==> config.mk <==
export PLATFORM = sky130hd
export DESIGN_NAME = moving_sum_inverter
export DESIGN_NICKNAME = d
export VERILOG_FILES = /design/src/rtl/movsum_pkg.sv /design/src/rtl/movsum_hist_shift.sv /design/src/rtl/moving_sum_inverter.sv
export SDC_FILE = /design/constraint.sdc
export NUM_CORES = 1
export LEC_CHECK = 0
export ABC_AREA = 0
export CORE_MARGIN = 1.5
export CORE_UTILIZATION = 64
export DETAILED_ROUTE_END_ITERATION = 6
export PLACE_DENSITY = 0.88
export SYNTH_ARGS = -nofsm -noshare
export SYNTH_HDL_FRONTEND = slang
export SYNTH_SLANG_ARGS = --single-unit
==> constraint.sdc <==
create_clock -name CLK -period 7.9 [get_ports CLK]
set_input_delay 1.58 -clock CLK [delete_from_list [all_inputs] [get_ports CLK]]
set_output_delay 1.58 -clock CLK [all_outputs]
set_load 0.005 [all_outputs]
==> src/rtl/movsum_pkg.sv <==
// Shared definitions for the moving-sum filter and its inverter.
// Both ends size their fill counters from fill_w() so they agree on L.
package movsum_pkg;

    localparam int WL_DEF = 32;
    localparam int L_DEF  = 8;

    // Width of a counter that must hold values 0..len inclusive.
    function automatic int fill_w(input int len);
        return (len < 1) ? 1 : $clog2(len + 1);
    endfunction

endpackage

==> src/rtl/movsum_hist_shift.sv <==
// L-deep, WL-wide shift register holding the last L reconstructed samples.
// Entry 0 is the newest; entry L-1 (the oldest) is exposed on oldest_o.
module movsum_hist_shift
    import movsum_pkg::*;
#(
    parameter int WL = WL_DEF,
    parameter int L  = L_DEF
) (
    input  logic                 clk_i,
    input  logic                 rst_i,
    input  logic                 clr_i,
    input  logic                 en_i,
    input  logic signed [WL-1:0] din_i,
    output logic signed [WL-1:0] oldest_o
);

    logic signed [WL-1:0] hist_q [L];

    // Shift in a new sample on enable; reset and flush zero the whole history.
    always_ff @(posedge clk_i) begin
        if (rst_i || clr_i) begin
            hist_q <= '{default: '0};
        end else if (en_i) begin
            hist_q[0] <= din_i;
            for (int i = 1; i < L; i++) begin
                hist_q[i] <= hist_q[i-1];
            end
        end
    end

    assign oldest_o = hist_q[L-1];

endmodule

==> src/rtl/moving_sum_inverter.sv <==
// Inverse of the L-tap moving-sum filter: rebuilds x[n] from the running
// window sum via x[n] = S[n] - S[n-1] + x[n-L], all arithmetic mod 2^WL.
// valid/ready on both sides, one-entry output register, full throughput.
// Optional build macro MOVSUM_INV_PRIME_GATE_EN: suppress the outputs of the
// first L accepts after RST/CLR (for joining a stream mid-flight).
module moving_sum_inverter
    import movsum_pkg::*;
#(
    parameter int WL = WL_DEF,
    parameter int L  = L_DEF
) (
    input  logic                 CLK,
    input  logic                 RST,
    input  logic                 CLR,
    input  logic                 in_valid,
    output logic                 in_ready,
    input  logic signed [WL-1:0] sum_in,
    output logic                 out_valid,
    input  logic                 out_ready,
    output logic signed [WL-1:0] data_out,
    output logic                 primed
);

    localparam int             FW    = fill_w(L);
    localparam logic [FW-1:0]  L_CNT = FW'(L);

    logic signed [WL-1:0] prev_sum_q, prev_sum_d;
    logic signed [WL-1:0] dout_q, dout_d;
    logic                 ovld_q, ovld_d;
    logic [FW-1:0]        fill_q, fill_d;

    logic signed [WL-1:0] hist_oldest;
    logic signed [WL-1:0] x_rec;
    logic                 accept;
    logic                 emit;

    // New samples are taken only when the output slot is free or draining now.
    assign in_ready = !RST && !CLR && (!ovld_q || out_ready);
    assign accept   = in_valid && in_ready;
    assign primed   = (fill_q == L_CNT);
    assign x_rec    = sum_in - prev_sum_q + hist_oldest;

`ifdef MOVSUM_INV_PRIME_GATE_EN
    // Until the history is full the reconstruction is not trustworthy.
    assign emit = accept && primed;
`else
    assign emit = accept;
`endif

    movsum_hist_shift #(
        .WL (WL),
        .L  (L)
    ) u_hist (
        .clk_i    (CLK),
        .rst_i    (RST),
        .clr_i    (CLR),
        .en_i     (accept),
        .din_i    (x_rec),
        .oldest_o (hist_oldest)
    );

    // Next-state for history sum, fill counter and the output register.
    always_comb begin
        prev_sum_d = prev_sum_q;
        fill_d     = fill_q;
        dout_d     = dout_q;
        ovld_d     = ovld_q;
        if (ovld_q && out_ready) begin
            ovld_d = 1'b0;
        end
        if (CLR) begin
            prev_sum_d = '0;
            fill_d     = '0;
        end else if (accept) begin
            prev_sum_d = sum_in;
            if (fill_q != L_CNT) begin
                fill_d = fill_q + 1'b1;
            end
            if (emit) begin
                dout_d = x_rec;
                ovld_d = 1'b1;
            end
        end
    end

    // State registers; reset drops everything including a pending output.
    always_ff @(posedge CLK) begin
        if (RST) begin
            prev_sum_q <= '0;
            fill_q     <= '0;
            dout_q     <= '0;
            ovld_q     <= 1'b0;
        end else begin
            prev_sum_q <= prev_sum_d;
            fill_q     <= fill_d;
            dout_q     <= dout_d;
            ovld_q     <= ovld_d;
        end
    end

    assign data_out  = dout_q;
    assign out_valid = ovld_q;

endmodule

==> impl_results.md <==
* Full die area at 22360 sq um
* Status: finished clean
* Clock transition at path regs at 0.06 ns
* Gr usage total at 29.44%
* Synth Cell Area at 13740 sq um
* Cell count after placement at 1970
* Critical Path RT at 6.32 ns
* Hold Buf Count CTS at 0
* Post-route clock skew at 0.02422 ns
* FMAX at 210.7 MHz
* Met1 Track Usage GR at 36.40%
* Layout Cells excl Fill at 2028
* Port bufs at 71
* Startpoint types: input pin
* Power per cell area at 235.9 nW/um^2
* Largest family of logic cells by synthesized area: simple AND/OR/NAND/NOR gates
* Place WS at 2.738 ns
* Critical path capture point type: output pin
* DRT iter0 DRCs at 868
* Fin. max-slew vios at 0
* GRT met2 Usage at 47.79%
* Most Frequent Cell on Critical Path: clkdlybuf4s50_1
* CTS max path bufs at 3
* Count of cell types in the netlist at 57
* Final HPWL DP at 21450 um
* Worst IR Drop VDD at 0.2039 mV
* Buf/Inv on CP at 3
* FP Rows at 53
* Pin count of the biggest net entering global routing at 246
* Area delta synth->final at 13.59%
* Starting Density at 65.37%
* Nets at 1833
* Area share of the largest cell type after synthesis at 47.35%
* Global route overflow at 0
* Inserted Diodes at 0
* Minimum clock period at 4.746 ns
* Net Count, Synth at 1826
* Max cap viols at 0
* Most used routing layer in global routing: met2
* Die H at 149.5 um
* Commonest cells after routing, fill and taps aside: nand2_1 (491), dfxtp_1 (325), o21ai_0 (267), inv_1 (130), clkdlybuf4s50_1 (71)
* Average vias per placed instance at 5.590
* GP Congestion at 0.9158
* Hold Violations, Final at 0
* Mux cell area share after synthesis at 0.3642%
* CTS tree: done
* CP max FO at 23
* Via count at 11.34k
* Worst slew pin tran at 1.188 ns
* Die span in x at 149.5 um
* Vias in the first global route at 10.59k
* Cell Area, Placed at 14500 sq um
* Worst path top cell family by delay: buffers and inverters
* Max-slew headroom at 20.82%
* Clock root buffer: clkbuf_16
* Setup violators final at 0
* Leak at 5.880 nW
* Worst Setup Slack, final at 3.154 ns
* Antenna Nets Post-Route at 0
* TritonRoute pass-1 iters at 6
* Tcrit/Tclk final at 60.08%
* First-pass GRT wire length at 51970 um
* # DRC at 0
* XOR/XNOR share of the synthesized area at 1.594%
* Share of cells above drive strength 1 at 4.278%
* Clk Latency, worst-skew pair at 0.52 ns
* Synth top area cells: dfxtp_1 (47%), nand2_1 (13%), o21ai_0 (9.7%), fa_1 (4.5%), inv_1 (3.6%)
* Crit path largest cell delay at 0.53 ns
* H-tree levels at 2
* Post-synth EDFFs at 0
* Asr flop ratio synth at 0%
* Mean Syn Cell Area at 7.970 sq um
* Crit path arrival time at 3.17 ns
* Critical path cell sequence: clkdlybuf4s50_1, buf_4, nor2_4, and2_1, clkdlybuf4s50_1
* CTS buffer count at 34
* HP Class: register to register
* Grt met3 use at 5.945%
* Overall routed net length at 32940 um
* # IOs at 72
* Sequential-to-total area share from yosys stat at 47.35%
* Cts repair resizes at 0
* Synth Area in Compound Gates at 17.35%
* Final Cell Area at 15610 sq um
* Warnings, synthesis at 0
* Clock sinks at 325
* Synth Register Bits at 325
* Drt wl/cell at 16.24 um
* RSZ-0062 raised after global routing: false
* Antenna violations before repair at 1
* Simple-Gate Fraction of Synth Area at 19.17%
* Post-synthesis adder-cell area fraction at 7.612%
* Predominant post-synthesis flop cell: dfxtp_1
* Critical-path top delay cell: clkdlybuf4s50_1
* Core area at 21020 sq um
* Post-CTS Setup Inserts at 0
* Final TNS setup at 0 ns
* Commonest non-fill, non-tap cell in the layout: nand2_1
* Post-Syn Instances at 1724
* Cell taking the most area after synthesis: dfxtp_1
* Critical path class: input pin to output pin
==> state kept, by name, indices dropped and copies added (netlist names) <==
register / count
out_valid: 1
u_hist.oldest_o: 32
prev_sum_q: 32
data_out: 32
u_hist.hist_q: 224
fill_q: 4
==> path summary, 6_finish.rpt <==
kind                            from           endpoint  slack (ns)  cells past startpoint
setup / recovery                 RST           in_ready        3.15                      5
hold / removal    u_hist.hist_q[111]  u_hist.hist_q[79]        0.45                      2
setup reg to reg  u_hist.oldest_o[5]       data_out[28]        4.48                     11
hold reg to reg   u_hist.hist_q[111]  u_hist.hist_q[79]        0.45                      2
==> cell type report <==
type                       instances  area, sq um
sequential                       325         6506
clock buffer                      46        977.2
multi-input combinational       1160         6352
tap                              275        344.1
clock inverter                    12        127.6
fill                            1507         5414
timing repair buffer              79        808.3
inverter                         131        491.7
==> power breakdown <==
part | internal (mW) | leakage [nW] | switching, mW
registers | 1.67 | 2.62 | 0.0227
logic | 0.157 | 2.71 | 0.270
clock network | 0.911 | 0.543 | 0.655
total | 2.73 | 5.88 | 0.947
==> cell usage after synthesis, types with 10 or more instances <==
library cell  count
fa_1             31
clkbuf_1         99
xor2_1           12
nand3_1          64
inv_1           130
nor3_1           10
nand2_1         492
o31ai_1          33
a21oi_1          63
ha_1             34
o21ai_0         267
xnor2_1          13
dfxtp_1         325
nor2_1           39
==> layer usage <==
metal  vias up  routed length, um
li1       5674                  -
met1      5244              13760
met2       330              15250
met3        86               2134
met4         2               1775
met5         -                 12
==> per-stage QoR <==
step | hold WS [ns] | util [%] | power, mW
5_1_grt | 0.4706 | 74.25 | 3.809
6_report | 0.4481 | 74.25 | 3.681
4_1_cts | 0.4431 | 74.25 | 3.694
2_1_floorplan | 0.4199 | - | 1.998
3_3_place_gp | 0.4321 | 68.99 | 2.136
3_5_place_dp | 0.4373 | 68.99 | 2.141
==> tightest hold or removal path: stages (launching register included) <==
cell	delay [ns]
dfxtp_1	0.32
nand2_1	0.05
o21ai_0	0.05
==> kinds of logic (layout without fill, tap and decap cells) <==
logic type,count (synthesis),in the layout
flops,325,325
fa+ha+maj,65,65
xor+xnor,25,25
mux,5,5
simple gates,646,646
compound gates,419,419
buf+inv,239,268
No activity file was read; power rests on OpenSTA's default activity.
